## src/rtl/control_multiplicador_pkg.sv

```systemverilog
`default_nettype none
// +----------------------------------------------------------------------+
// | control_multiplicador_pkg                                            |
// | State encoding and operand/product widths for the sequential 4x4     |
// | shift-and-add multiplier.                                            |
// | Revision: 1.0                                                        |
// +----------------------------------------------------------------------+
package control_multiplicador_pkg;

  localparam int WIDTH  = 4;
  localparam int PWIDTH = 2 * WIDTH;

  localparam logic [2:0] C_IDLE  = 3'd0;
  localparam logic [2:0] C_CHECK = 3'd1;
  localparam logic [2:0] C_ADD   = 3'd2;
  localparam logic [2:0] C_SHIFT = 3'd3;
  localparam logic [2:0] C_DONE  = 3'd4;

  typedef enum logic [2:0] {
    IDLE  = C_IDLE,
    CHECK = C_CHECK,
    ADD   = C_ADD,
    SHIFT = C_SHIFT,
    DONE  = C_DONE
  } state_t;

endpackage
`default_nettype wire

```

## src/rtl/control_multiplicador_if.sv

```systemverilog
`default_nettype none
// +----------------------------------------------------------------------+
// | control_multiplicador_if                                             |
// | Start/done handshake and operand/product bus of the multiplier.      |
// | Revision: 1.0                                                        |
// +----------------------------------------------------------------------+
interface control_multiplicador_if;
  import control_multiplicador_pkg::*;

  logic              init;
  logic [WIDTH-1:0]  A;
  logic [WIDTH-1:0]  B;
  logic [PWIDTH-1:0] P;
  logic              done;
  logic              busy;

  modport master (output init, A, B, input  P, done, busy);
  modport slave  (input  init, A, B, output P, done, busy);

endinterface
`default_nettype wire

```

## src/rtl/sumador_8bits_1.sv

```systemverilog
`default_nettype none
// +----------------------------------------------------------------------+
// | sumador_8bits_1                                                      |
// | Structural 8-bit ripple-carry adder built from per-bit full adders.  |
// | Revision: 1.0                                                        |
// +----------------------------------------------------------------------+
module sumador_8bits_1 (
  input  logic [7:0] A,
  input  logic [7:0] B,
  input  logic       Cin,
  output logic [7:0] S,
  output logic       Carry
);

  logic [8:0] w_c;

  assign w_c[0] = Cin;

  for (genvar i = 0; i < 8; i++) begin : g_bit
    assign S[i]     = A[i] ^ B[i] ^ w_c[i];
    assign w_c[i+1] = (A[i] & B[i]) | (w_c[i] & (A[i] ^ B[i]));
  end

  assign Carry = w_c[8];

endmodule
`default_nettype wire

```

## src/rtl/control_multiplicador.sv

```systemverilog
`default_nettype none
// +----------------------------------------------------------------------+
// | control_multiplicador                                                |
// | Sequential 4x4 shift-and-add multiplier sharing one 8-bit adder.     |
// | Revision: 1.0                                                        |
// +----------------------------------------------------------------------+
module control_multiplicador
  import control_multiplicador_pkg::*;
#(
  parameter int WIDTH = 4
) (
  input  logic                   clk,
  input  logic                   rst,
  control_multiplicador_if.slave bus
);

  // The shared adder is fixed at 8 bits, so only 4-bit operands fit.
  if (WIDTH != 4 || WIDTH != control_multiplicador_pkg::WIDTH) begin : g_bad_width
    $error("control_multiplicador: WIDTH must be 4");
  end

  state_t            r_state;
  state_t            w_next;
  logic              w_busy;
  logic              w_done;

  logic [PWIDTH-1:0] r_md;
  logic [WIDTH-1:0]  r_mr;
  logic [PWIDTH-1:0] r_acc;
  logic [1:0]        r_cnt;
  logic [PWIDTH-1:0] r_p;
  logic [PWIDTH-1:0] w_sum;
  logic              w_unused_carry;

  always_ff @(posedge clk) begin
    if (rst) begin
      r_state <= IDLE;
    end else begin
      r_state <= w_next;
    end
  end

  always_comb begin
    w_next = r_state;
    w_busy = (r_state != IDLE);
    w_done = (r_state == DONE);
    case (r_state)
      IDLE:    if (bus.init) w_next = CHECK;
      CHECK:   w_next = r_mr[0] ? ADD : SHIFT;
      ADD:     w_next = SHIFT;
      SHIFT:   w_next = (r_cnt == 2'd3) ? DONE : CHECK;
      DONE:    w_next = IDLE;
      default: w_next = IDLE;
    endcase
  end

  always_ff @(posedge clk) begin
    if (rst) begin
      r_md  <= '0;
      r_mr  <= '0;
      r_acc <= '0;
      r_cnt <= '0;
      r_p   <= '0;
    end else begin
      case (r_state)
        IDLE: begin
          if (bus.init) begin
            r_md  <= {{(PWIDTH-WIDTH){1'b0}}, bus.A};
            r_mr  <= bus.B;
            r_acc <= '0;
            r_cnt <= '0;
          end
        end
        ADD: r_acc <= w_sum;
        SHIFT: begin
          r_md  <= r_md << 1;
          r_mr  <= r_mr >> 1;
          r_cnt <= r_cnt + 2'd1;
          // Last multiplier bit consumed: publish the accumulated product.
          if (r_cnt == 2'd3) r_p <= r_acc;
        end
        default: ;
      endcase
    end
  end

  // Max product is 225, so the carry out never carries information.
  sumador_8bits_1 u_add (
    .A     (r_acc),
    .B     (r_md),
    .Cin   (1'b0),
    .S     (w_sum),
    .Carry (w_unused_carry)
  );

  assign bus.P    = r_p;
  assign bus.done = w_done;
  assign bus.busy = w_busy;

endmodule
`default_nettype wire

```

## src/flat_wrapper.sv

```systemverilog
// flat-port wrapper written by rule: the top's interface ports become plain ports
module control_multiplicador_flat import control_multiplicador_pkg::*;
#(
  parameter int WIDTH = 4
)
  (clk, rst, bus_init, bus_A, bus_B, bus_P, bus_done, bus_busy);
  control_multiplicador_if bus_i ();
  input  logic clk;
  input  logic rst;
  input wire logic [$bits(bus_i.init)-1:0] bus_init;
  input wire logic [$bits(bus_i.A)-1:0] bus_A;
  input wire logic [$bits(bus_i.B)-1:0] bus_B;
  output wire logic [$bits(bus_i.P)-1:0] bus_P;
  output wire logic [$bits(bus_i.done)-1:0] bus_done;
  output wire logic [$bits(bus_i.busy)-1:0] bus_busy;
  assign bus_i.init = bus_init;
  assign bus_i.A = bus_A;
  assign bus_i.B = bus_B;
  assign bus_P = bus_i.P;
  assign bus_done = bus_i.done;
  assign bus_busy = bus_i.busy;
  control_multiplicador #(.WIDTH(WIDTH)) u_core (.clk(clk), .rst(rst), .bus(bus_i));
endmodule
```

## config.mk

```make
export PLATFORM = sky130hd
export DESIGN_NAME = control_multiplicador_flat
export DESIGN_NICKNAME = d
export VERILOG_FILES = /design/src/rtl/control_multiplicador_pkg.sv /design/src/rtl/control_multiplicador_if.sv /design/src/rtl/sumador_8bits_1.sv /design/src/rtl/control_multiplicador.sv /design/src/flat_wrapper.sv
export SDC_FILE = /design/constraint.sdc
export NUM_CORES = 1
export LEC_CHECK = 0
export ABC_AREA = 0
export BUFFER_PORTS_ARGS = -buffer_cell sky130_fd_sc_hd__buf_2
export CAP_MARGIN = 10
export CORE_MARGIN = 3
export CORE_UTILIZATION = 60
export DETAILED_ROUTE_END_ITERATION = 10
export PLACE_DENSITY_LB_ADDON = 0.12
export SLEW_MARGIN = 5
export SYNTH_ARGS = -nofsm -noshare
export SYNTH_HDL_FRONTEND = slang
export SYNTH_HIERARCHICAL = 1
export SYNTH_SLANG_ARGS = --single-unit
```

## constraint.sdc

```tcl
create_clock -name clk -period 7.38 [get_ports clk]
set_input_delay 0.369 -clock clk [delete_from_list [all_inputs] [get_ports clk]]
set_output_delay 0.369 -clock clk [all_outputs]
set_load 0.1 [all_outputs]
```

==> out/metrics.yaml <==
insertion_delay_ns: 0.34
syn_area_mm2: 0.00154
layout.nets: 201
crit_path_end: "u_core/r_acc[7]"
die-width_um: 56.7
start_util_pct: 66.5
drt-initial-drc-count: 40
n_antenna_cell: 0
drc: 0
reg2reg_to: "u_core/r_acc[7]"
hold_viol: 0
cts_sinks: 33
avgSynthCellArea_um2: 9.35
min_period_ns: 3.80
path_cells: "fa_1, inv_1, fa_1, inv_1, fa_1, fa_1, fa_1, fa_1, fa_1, inv_1, fa_1, inv_1, nand2_1, a21oi_1"
post-cts-setup-buffers: 0
syn-num-nets: 185
drive_above_1_share_pct: 17.8
cts_buffers: 5
start_kind: "flop"
dieHeight_um: 56.7
hp-class: "input port to flop"
vias: 1244
dr.pass1.iters: 4
routedWlPerCell_um: 14.5
criticalPathCategory: "flop to flop"
slowest_delay_ns: 0.42
r2r_start: "u_core/r_acc[0]"
yosys_warnings: 6
power_w: 0.000349
io_pins: 21
skew_ns: 0.00822
p_per_area_mw_per_mm2: 211
rrSetupSlack_ns: 3.58
fmax_mhz: 263
cts-hold-fix-buffers: 0
critPathCaptureType: "flop"
die-area_mm2: 0.00322
setup_viol: 0
vias_per_cell: 5.98
cp.arrival_ns: 4.07
routabilityCongestion: 0.783
cp_slowest_cell: "fa_1"
tritoncts: "done"
drv_cap: 0
clk_pin_slew_ns: 0.10
setup_tns_ns: 0
cts.repair.resized: 0
port_buffers: 20
peakVddDrop_mv: 0.229
finalMaxSlewViolations: 0
grt_pass1_wl_mm: 5.08
p_leak_nw: 0.648
hold_ws_ns: 0.228
fin_crit_sh_pct: 51.4
clockBufferDepth: 2
grt_start_max_net_pins: 25
drtAntennaViolNets: 0
postSynthCellCount: 165
reg2reg_depth: 14
grt_pass1_vias: 1148
routed_wl_mm: 3.02
status: "finished clean"
cpMostUsedCell: "fa_1"
root_buffer: "clkbuf_4"
cp_max_fo: 3
cp.required_ns: 7.66
globalRouteOverflowTotal: 0
cp-startpoint: "u_core/r_acc[0]"
htreeDepth: 2
grt_antenna_before_repair: 0
syn2layout_area_growth_pct: 7.06
grt_setup_unrepaired: "false"
max-slew-margin-rel_pct: 61.9
tightest_slew_ns: 0.570
grtUsageTotal_pct: 20.6
num_rows: 17
dp_hpwl_mm: 2.08
design.core.area_mm2: 0.00232
per-layer routing:
layer  global-route usage (%)  routed length [um]  part of all wire [%]  up-vias
met5                        0                   0                     0        -
met4                     11.5                  90                   3.0        0
met3                     7.36                 215                   7.1        8
met2                     31.4                1400                    46       46
met1                     25.1                1320                    44      584
li1                         -                   -                     -      606
metrics by stage:
stage | std cells | setup slack, ns | cell area [um^2] | utilization (%)
floorplan | 165 | 3.80 | 1540 | -
global placement | 202 | 3.74 | 1610 | 69.4
detailed placement | 202 | 3.62 | 1610 | 69.4
CTS | 208 | 3.59 | 1650 | 71.2
global route | 208 | 3.47 | 1650 | 71.2
finish | 208 | 3.58 | 1650 | 71.2
power by group:
part	internal [W]	leakage, nW	switching (W)
Combinational	0.0000218	0.353	0.0000353
Sequential	0.000187	0.268	0.0000127
Clock	0.0000330	0.0269	0.0000587
Total	0.000242	0.648	0.000107
state kept, by name, indices dropped and copies added, names as in the netlist:
signal / count
u_core/r_acc: 8
u_core/r_cnt: 2
u_core/r_state: 3
u_core/bus.P: 8
u_core/r_mr: 4
u_core/r_md: 8
layout make-up:
cell class,count,area [um^2]
tap,28,35.0
timing repair buffer,20,100
clock buffer,5,37.5
fill,176,667
multi-input combinational,106,757
inverter,15,56.3
clock inverter,1,5.00
sequential,33,661
cell usage in the layout, fill, tap and decap left out, drive strengths merged:
| cell | n |
|---|---|
| a2111oi | 2 |
| a21oi | 17 |
| and4 | 2 |
| and4b | 1 |
| buf | 20 |
| clkbuf | 5 |
| clkinv | 1 |
| conb | 1 |
| dfxtp | 33 |
| fa | 8 |
| ha | 1 |
| inv | 15 |
| mux2i | 1 |
| nand2 | 32 |
| nand2b | 1 |
| nand3b | 1 |
| nand4b | 1 |
| nor2 | 4 |
| nor3 | 2 |
| nor3b | 1 |
| o21ai | 10 |
| o221a | 6 |
| o22ai | 2 |
| o2bb2ai | 2 |
| o32a | 6 |
| o32ai | 3 |
| or2 | 1 |
| xnor2 | 1 |
how the worst min path moves through the flow:
stage | end | cells past startpoint | slack (ns) | startpoint
2_1_floorplan | u_core/r_mr[3] | 2 | 0.44 | u_core/r_mr[3]
3_3_place_gp | u_core/bus.P[5] | 2 | 0.44 | u_core/bus.P[5]
3_5_place_dp | u_core/bus.P[5] | 2 | 0.44 | u_core/bus.P[5]
4_1_cts | u_core/r_mr[3] | 2 | 0.23 | bus_B[3]
5_1_grt | u_core/r_mr[3] | 2 | 0.24 | bus_B[3]
6_report | u_core/r_mr[3] | 2 | 0.23 | bus_B[3]
critical path: cells and delay by family (launching register included):
family,cells,cell delay [ns]
compound gates,1,0.15
fa+ha+maj,8,2.90
flops,1,0.35
buf+inv,4,0.28
simple gates,1,0.06
No activity file was read; power rests on OpenSTA's default activity.
